$ cat src/rtl/uart_tx_frame.sv
// UART transmitter: start / LSB-first data / optional parity / stop, each bit i_Prescale clocks (0 means 2^PRESCALE_W).
// Define UART_TX_STOP2_EN to add i_STOP2, which selects a second stop bit per frame.
module uart_tx_frame #(
  parameter int DATA_WIDTH = 8,
  parameter int PRESCALE_W = 6
) (
  input  logic                  i_clk,
  input  logic                  i_reset,
  input  logic                  i_data_valid,
  input  logic [DATA_WIDTH-1:0] i_p_data,
  input  logic                  i_PAR_EN,
  input  logic                  i_PAR_TYP,
  input  logic [PRESCALE_W-1:0] i_Prescale,
`ifdef UART_TX_STOP2_EN
  input  logic                  i_STOP2,
`endif
  output logic                  o_tx_out,
  output logic                  o_busy,
  output logic                  o_tx_done
);

  localparam int BIT_W = (DATA_WIDTH > 1) ? $clog2(DATA_WIDTH) : 1;
  localparam logic [BIT_W-1:0]      LAST_BIT = BIT_W'(DATA_WIDTH - 1);
  localparam logic [BIT_W-1:0]      ONE_B    = BIT_W'(1);
  localparam logic [PRESCALE_W-1:0] ONE_P    = PRESCALE_W'(1);

  typedef enum logic [2:0] {IDLE, START, DATA, PARITY, STOP} state_t;

  state_t                  state_q, state_d;
  logic [PRESCALE_W-1:0]   cnt_q, cnt_d;
  logic [PRESCALE_W-1:0]   presc_q, presc_d;
  logic [BIT_W-1:0]        bit_q, bit_d;
  logic [DATA_WIDTH-1:0]   shift_q, shift_d;
  logic                    par_en_q, par_en_d;
  logic                    par_bit_q, par_bit_d;
  logic                    stop2_q, stop2_d;
  logic                    stop_hi_q, stop_hi_d;
  logic                    tx_q, tx_d;
  logic                    busy_q, busy_d;
  logic                    done_q, done_d;
  logic                    bit_end;

  // Wraps for a latched prescale of 0, giving a full 2^PRESCALE_W count.
  assign bit_end = (cnt_q == (presc_q - ONE_P));

  always_comb begin
    state_d   = state_q;
    cnt_d     = cnt_q;
    presc_d   = presc_q;
    bit_d     = bit_q;
    shift_d   = shift_q;
    par_en_d  = par_en_q;
    par_bit_d = par_bit_q;
    stop2_d   = stop2_q;
    stop_hi_d = stop_hi_q;
    tx_d      = tx_q;
    busy_d    = busy_q;
    done_d    = 1'b0;

    if (state_q != IDLE) begin
      cnt_d = bit_end ? '0 : (cnt_q + ONE_P);
    end

    case (state_q)
      IDLE: begin
        if (i_data_valid) begin
          state_d   = START;
          presc_d   = i_Prescale;
          shift_d   = i_p_data;
          par_en_d  = i_PAR_EN;
          par_bit_d = (^i_p_data) ^ i_PAR_TYP;
`ifdef UART_TX_STOP2_EN
          stop2_d   = i_STOP2;
`else
          stop2_d   = 1'b0;
`endif
          stop_hi_d = 1'b0;
          bit_d     = '0;
          cnt_d     = '0;
          tx_d      = 1'b0;
          busy_d    = 1'b1;
        end
      end
      START: begin
        if (bit_end) begin
          state_d = DATA;
          tx_d    = shift_q[0];
        end
      end
      DATA: begin
        if (bit_end) begin
          if (bit_q == LAST_BIT) begin
            if (par_en_q) begin
              state_d = PARITY;
              tx_d    = par_bit_q;
            end else begin
              state_d = STOP;
              tx_d    = 1'b1;
            end
          end else begin
            bit_d   = bit_q + ONE_B;
            shift_d = shift_q >> 1;
            tx_d    = shift_d[0];
          end
        end
      end
      PARITY: begin
        if (bit_end) begin
          state_d = STOP;
          tx_d    = 1'b1;
        end
      end
      STOP: begin
        if (bit_end) begin
          // stop_hi_q marks that the first of two stop bits has elapsed.
          if (stop2_q && !stop_hi_q) begin
            stop_hi_d = 1'b1;
          end else begin
            state_d = IDLE;
            busy_d  = 1'b0;
            done_d  = 1'b1;
          end
        end
      end
      default: begin
        state_d = IDLE;
      end
    endcase
  end

  always_ff @(posedge i_clk) begin
    if (!i_reset) begin
      state_q   <= IDLE;
      cnt_q     <= '0;
      presc_q   <= '0;
      bit_q     <= '0;
      shift_q   <= '0;
      par_en_q  <= 1'b0;
      par_bit_q <= 1'b0;
      stop2_q   <= 1'b0;
      stop_hi_q <= 1'b0;
      tx_q      <= 1'b1;
      busy_q    <= 1'b0;
      done_q    <= 1'b0;
    end else begin
      state_q   <= state_d;
      cnt_q     <= cnt_d;
      presc_q   <= presc_d;
      bit_q     <= bit_d;
      shift_q   <= shift_d;
      par_en_q  <= par_en_d;
      par_bit_q <= par_bit_d;
      stop2_q   <= stop2_d;
      stop_hi_q <= stop_hi_d;
      tx_q      <= tx_d;
      busy_q    <= busy_d;
      done_q    <= done_d;
    end
  end

  assign o_tx_out  = tx_q;
  assign o_busy    = busy_q;
  assign o_tx_done = done_q;

endmodule

$ cat config.mk
export PLATFORM = sky130hd
export DESIGN_NAME = uart_tx_frame
export DESIGN_NICKNAME = d
export VERILOG_FILES = /design/src/rtl/uart_tx_frame.sv
export SDC_FILE = /design/constraint.sdc
export NUM_CORES = 1
export LEC_CHECK = 0
export BUFFER_PORTS_ARGS = -buffer_cell sky130_fd_sc_hd__buf_2
export CAP_MARGIN = 20
export CORE_MARGIN = 4
export CORE_UTILIZATION = 57
export CTS_CLUSTER_SIZE = 14
export DETAILED_ROUTE_END_ITERATION = 10
export PLACE_DENSITY = 0.79
export RECOVER_POWER = 50
export SLEW_MARGIN = 10
export SYNTH_ARGS = -nofsm -noshare
export SYNTH_HDL_FRONTEND = slang
export SYNTH_SLANG_ARGS = --single-unit
export TNS_END_PERCENT = 100
$ cat constraint.sdc
create_clock -name i_clk -period 3.2 [get_ports i_clk]
set_clock_uncertainty 0.15 [all_clocks]
set_input_delay 0.32 -clock i_clk [delete_from_list [all_inputs] [get_ports i_clk]]
set_output_delay 0.32 -clock i_clk [all_outputs]
set_load 0.1 [all_outputs]
* Word-level counts from Yosys, hierarchy flattened
Cells that the tools add are included.
** Storage, ports and cells
- Output and inout port bits :: 3
- Register bits :: 31
** Cells by class
- Bitwise logic cells :: 1
- Mux-type cells :: 30
- Equality and inequality tests :: 13
- Add/sub/neg operators :: 3
- Reductions and logical operators :: 12
** Operator list (number)
- 3-bit 2-to-1 mux :: 10
- 6-bit 2-to-1 mux :: 4
- 8-bit 2-to-1 mux :: 3
- 8-bit one-hot mux with 2 select lines :: 1
- 3-bit one-hot mux with 5 select lines :: 1
- 2-bit != test, second input constant :: 7
- 1-bit 2-to-1 mux :: 8
- 8-bit XOR reduction :: 1
- 6-bit by 1-bit adder with 6-bit output, second input constant :: 1
- 3-bit by 2-bit == test with 1-bit output, second input constant :: 2
- 3-bit == test, second input constant :: 2
- 6-bit == test :: 1
- 3-bit one-hot mux with 2 select lines :: 1
- 3-bit AND reduction :: 2
- 6-bit AND reduction :: 1
- 6-bit by 1-bit subtractor with 6-bit output, second input constant :: 1
- 5-bit AND reduction :: 1
- 1-bit one-hot mux with 4 select lines :: 1
- 4-bit AND reduction :: 1
- 2-bit nonzero test :: 2
- 4-bit nonzero test :: 1
- 3-bit by 1-bit adder with 3-bit output, second input constant :: 1
- 3-bit by 1-bit == test with 1-bit output, second input constant :: 1
- 3-bit zero test :: 1
- 4 further kinds :: 4

* Longest topological paths before layout
- Word-level depth :: 6
- Mapped depth :: 8
- Gate-level depth less buffers :: 7

* Least setup slack after synthesis
Ideal clock, no wire load.
- Kind :: reg-to-reg
- Start :: reg presc_q[0]
- End :: reg state_q[1]
- Stages on the path, launching flop included :: 9
- Arrival time :: 2.016 ns
- Clock period less this slack :: 2.252 ns
- Setup time :: 0.086 ns
- Slack :: 0.948 ns
- Path buffers :: 1
- Cells stage by stage :: dfxtp_1 -> inv_1 -> ha_1 -> and2_1 -> o21a_1 -> a211o_1 -> clkbuf_1 -> or4_1 -> a211oi_1
** Between the ends
- Word-level cells in the longest chain between the ends :: 4
** Ends and longest elaborated chain
- start: declaration :: RTL line 31 : logic [PRESCALE_W-1:0] presc_q, presc_d;
- start signal: assignment :: RTL line 148 : presc_q <= presc_d;
- 6-bit by 1-bit subtractor with 6-bit output * :: RTL line 44 : assign bit_end = (cnt_q == (presc_q - ONE_P));
- 6-bit == test * :: RTL line 44
- 2-bit != test (no source line)
- 6-bit AND reduction (no source line) *
- end signal: assignment :: RTL line 146 : state_q <= state_d;
- end: declaration :: RTL line 29 : state_t state_q, state_d;
Mark *: on every way between the ends. The rest lies on a longest branch, timed or not.
A chain may end at the register's enable or synchronous reset.

* Worst setup path after layout
Ends and elaborated chain as after synthesis.

==> results_tabular.tex <==
\begin{tabular}{lr}
\hline
Metric & Value \\
\hline
\multicolumn{2}{l}{\textbf{Detailed routing}} \\
Router iterations before antenna repair & 4 \\
Remaining antenna violation count & 0 \\
DR iter-0 viols & roughly 60 \\
Total wire length & about 3400 um \\
Post-detailed-route DRC marker count & 0 \\
Via count & about 1,500 \\
Via-per-instance ratio & 5.916 \\
Average wire length per cell after detail routing & 13.76 um \\
\multicolumn{2}{l}{\textbf{Power and ir drop}} \\
Sw frac & 29.03\% \\
Net switching power & approximately 220 uW \\
Cell Int Power & about 540 uW \\
Power per cell area & approximately 420 nW/um\^{}2 \\
Portion of total power attributed to combinational logic & 19.3\% \\
Seq pwr share & 55.2\% \\
VDD IR-drop max & approximately 370 uV \\
Leakage power figure & roughly 0.00072 uW \\
Clock share of power & 25.5\% \\
PnR Total Power & $\sim$760 uW \\
\multicolumn{2}{l}{\textbf{Place}} \\
Final GP Congestion & just under 0.8 \\
Half-perimeter wire length after detailed placement & roughly 2600 um \\
Port buffer count & 21 \\
\multicolumn{2}{l}{\textbf{Critical path}} \\
Arr. time, crit path & between 2 and 3 ns \\
Maximum net fanout on the critical path & 10 \\
Data required time of the worst path & approximately 3.3 ns \\
Worst setup EP type & flop \\
Sequence of cells on the critical path & inv\_1 -> ha\_1 -> or3b\_1 -> a211oi\_2 -> o21ai\_0 -> or4\_1 -> a211oi\_1 \\
Setup CP Type & flop to flop \\
Internal reg-to-reg setup slack & 0.49 ns \\
Slowest stage delay, CP & 0.61 ns \\
Crit start category & flop \\
Slowest cell on the critical path & or4\_1 \\
\multicolumn{2}{l}{\textbf{Clock network}} \\
Total of hold buffers inserted after clock tree synthesis & 0 \\
Post-CTS Setup Repair Bufs & 0 \\
Maximum number of buffers from clock root to sink & 2 \\
Number of sinks driven by the clock tree & 31 \\
Clock tree from TritonCTS & yes \\
Htree depth & 2 \\
Buffer cell driving the clock tree root & clkbuf\_4 \\
Post-CTS sizing & 0 \\
Number of clock buffers inserted by TritonCTS & 5 \\
Clock latency of the later-clocked register in the worst-skew pair & 0.32 ns \\
Clock-pin slew of the registers on the worst-case setup and hold paths & approximately 0.080 ns \\
\multicolumn{2}{l}{\textbf{Synth}} \\
Cell type with the largest total area after synthesis & dfxtp\_1 \\
Share of synthesized area occupied by flip-flops and latches & 36.77\% \\
Cell area after technology mapping & $\sim$1700 um\^{}2 \\
Proportion of netlist area held by the largest area contributor & between 30 and 40\% \\
Synthesized Nets & 224 \\
Yosys warns & 0 \\
Number of distinct library cell variants in the gate-level netlist after synthesis & between 40 and 50 \\
Number of enable flip-flop cells after synthesis & 0 \\
Prevailing post-synth register cell & dfxtp\_1 \\
Synth area leaders & dfxtp\_1 (37\%), nand2\_1 (8.2\%), xnor2\_1 (6.2\%), a21oi\_1 (4.7\%), mux2i\_1 (4.7\%) \\
Post-synthesis instance total & 201 \\
Most numerous cell in the Yosys netlist & nand2\_1 \\
Ranking of synthesized cells by instance count & nand2\_1 (37), dfxtp\_1 (31), a21oi\_1 (16) \\
Number of flip-flops and latches in the synthesized netlist & 31 \\
Avg Synthesized Cell Area & 8.397 um\^{}2 \\
Proportion of synthesized flip-flops having asynchronous set or reset & 0\% \\
\multicolumn{2}{l}{\textbf{STA}} \\
Worst slew slack as a fraction of its limit & a little under a quarter \\
Max-slew violation total from the final report & 0 \\
Final Hold Viols & 0 \\
Portion of the clock cycle consumed by the worst path in the final layout & a little over four fifths \\
Maximum operating frequency & approximately 370 MHz \\
Setup repair after global routing missed its margin & no \\
Slew at the pin with the worst max-slew slack & between 1 and 1.5 ns \\
Final setup violation count & 0 \\
Period minus WS final & about 2.7 ns \\
Setup TNS & 0 ns \\
\multicolumn{2}{l}{\textbf{Floorplanning}} \\
Core region area & around 2800 um\^{}2 \\
Chip Height & around 62 um \\
Ports & 22 \\
Die outline area & roughly 4000 um\^{}2 \\
Overall die width & around 62 um \\
FP Rows & 19 \\
Initial Util & between 60\% and 70\% \\
\multicolumn{2}{l}{\textbf{Global routing}} \\
Total global routing track utilization & a little under a fifth \\
Vias in the first global route & between 1,000 and 1,500 \\
Sum of overflow across all layers after global routing & 0 \\
Global-route met1 utilization & 23.52\% \\
Antenna violations before repair & 0 \\
Wire length of the first global-routing pass & just under 6000 um \\
GRT met2 Usage & between 20 and 30\% \\
Maximum number of pins on one net before global-route repair & 23 \\
Most congested layer reported by global routing & met2 \\
Met3 Use GR & $\sim$6.7\% \\
\multicolumn{2}{l}{\textbf{Layout}} \\
Total number of nets in the final design & about 240 \\
Fraction of layout instances using a drive strength above 1 & around 15\% \\
Signed area change from the synthesized netlist to the final layout & 8.673\% \\
\# fillers & about 230 \\
Count of antenna diodes in the layout & 0 \\
\multicolumn{2}{l}{\textbf{Min path}} \\
Hold crit path type & input port to flop \\
\multicolumn{2}{l}{\textbf{Flow run}} \\
Max-capacitance violation count & 0 \\
\multicolumn{2}{l}{\textbf{Status}} \\
Run status & finished clean \\
\hline
\end{tabular}
-- registers in the layout, summed over array words and instances (netlist names) --
signal	count
bit_q	3
cnt_q	6
o_busy	1
o_tx_done	1
o_tx_out	1
par_bit_q	1
par_en_q	1
presc_q	6
shift_q	8
state_q	3
-- routing by layer --
metal  up-vias  routed length, um
li1        746                  -
met1       673               1499
met2        52               1644
met3         8                244
met4         0                 51
met5         -                  0
-- final cells by class --
cell class                 instances  area, um^2  share of cell area, %
inverter                           6       22.52                  1.228
clock buffer                       6       41.29                  2.251
tap                               31       38.79                  2.115
sequential                        31       620.6                  33.83
multi-input combinational        154        1002                  54.64
timing repair buffer              22       108.9                  5.934
-- logic make-up after synthesis --
logic type	synth area share (%)
flops	36.77
compound gates	18.16
fa+ha+maj	2.965
simple gates	20.24
xor+xnor	8.821
mux	9.415
buf+inv	3.632
-- cell usage in the layout, fill, tap and decap left out, drive strengths merged, types with 2 or more instances in the layout --
cell | netlist | routed
a31oi | 2 | 2
or3 | 2 | 2
clkbuf | 9 | 9
a32o | 2 | 2
nor2b | 3 | 3
nor4 | 2 | 2
mux2i | 8 | 8
and3 | 2 | 2
a21oi | 16 | 16
ha | 4 | 4
nor2 | 13 | 13
and2 | 2 | 2
o211ai | 2 | 2
a211oi | 6 | 6
mux2 | 7 | 7
nand3b | 2 | 2
o31ai | 3 | 3
buf | 1 | 19
nand4 | 2 | 2
xor2 | 5 | 5
xnor2 | 12 | 12
o21ai | 3 | 3
nor3 | 5 | 5
dfxtp | 31 | 31
nand2 | 37 | 37
inv | 5 | 5
o21a | 3 | 3
-- stage by stage --
step                hold WS (ns)  worst slack (ns)  cell area (um^2)  util, %  instances
floorplan                 0.2846            0.9484              1688        -        201
global placement          0.2922            0.7011              1793    64.46        243
detailed placement        0.3094            0.6758              1800    64.73        244
CTS                      0.06955            0.6731              1842    66.22        250
global route             0.06167            0.2756              1834    65.95        250
finish                   0.08219            0.4905              1834    65.95        250
-- critical path, delay by kind of cell, from the launching register on --
family / cells / cell delay [ns]
simple gates: 2 / 0.97
compound gates: 3 / 0.89
fa+ha+maj: 1 / 0.18
flops: 1 / 0.36
buf+inv: 1 / 0.07
-- final timing paths --
path	from	end	cells after the start
setup reg to reg	presc_q[0]	state_q[1]	7
hold reg to reg	shift_q[3]	shift_q[3]	2
hold / removal	i_Prescale[4]	presc_q[4]	3
setup / recovery	presc_q[0]	state_q[1]	7
-- power by group through the flow --
stage	Sequential, uW	Clock, uW	Combinational (uW)
floorplan	440	0	102
global placement	427	0	144
detailed placement	429	0	148
CTS	420	203	149
global route	423	228	162
finish	420	194	147
(Power assumes the default switching activity.)
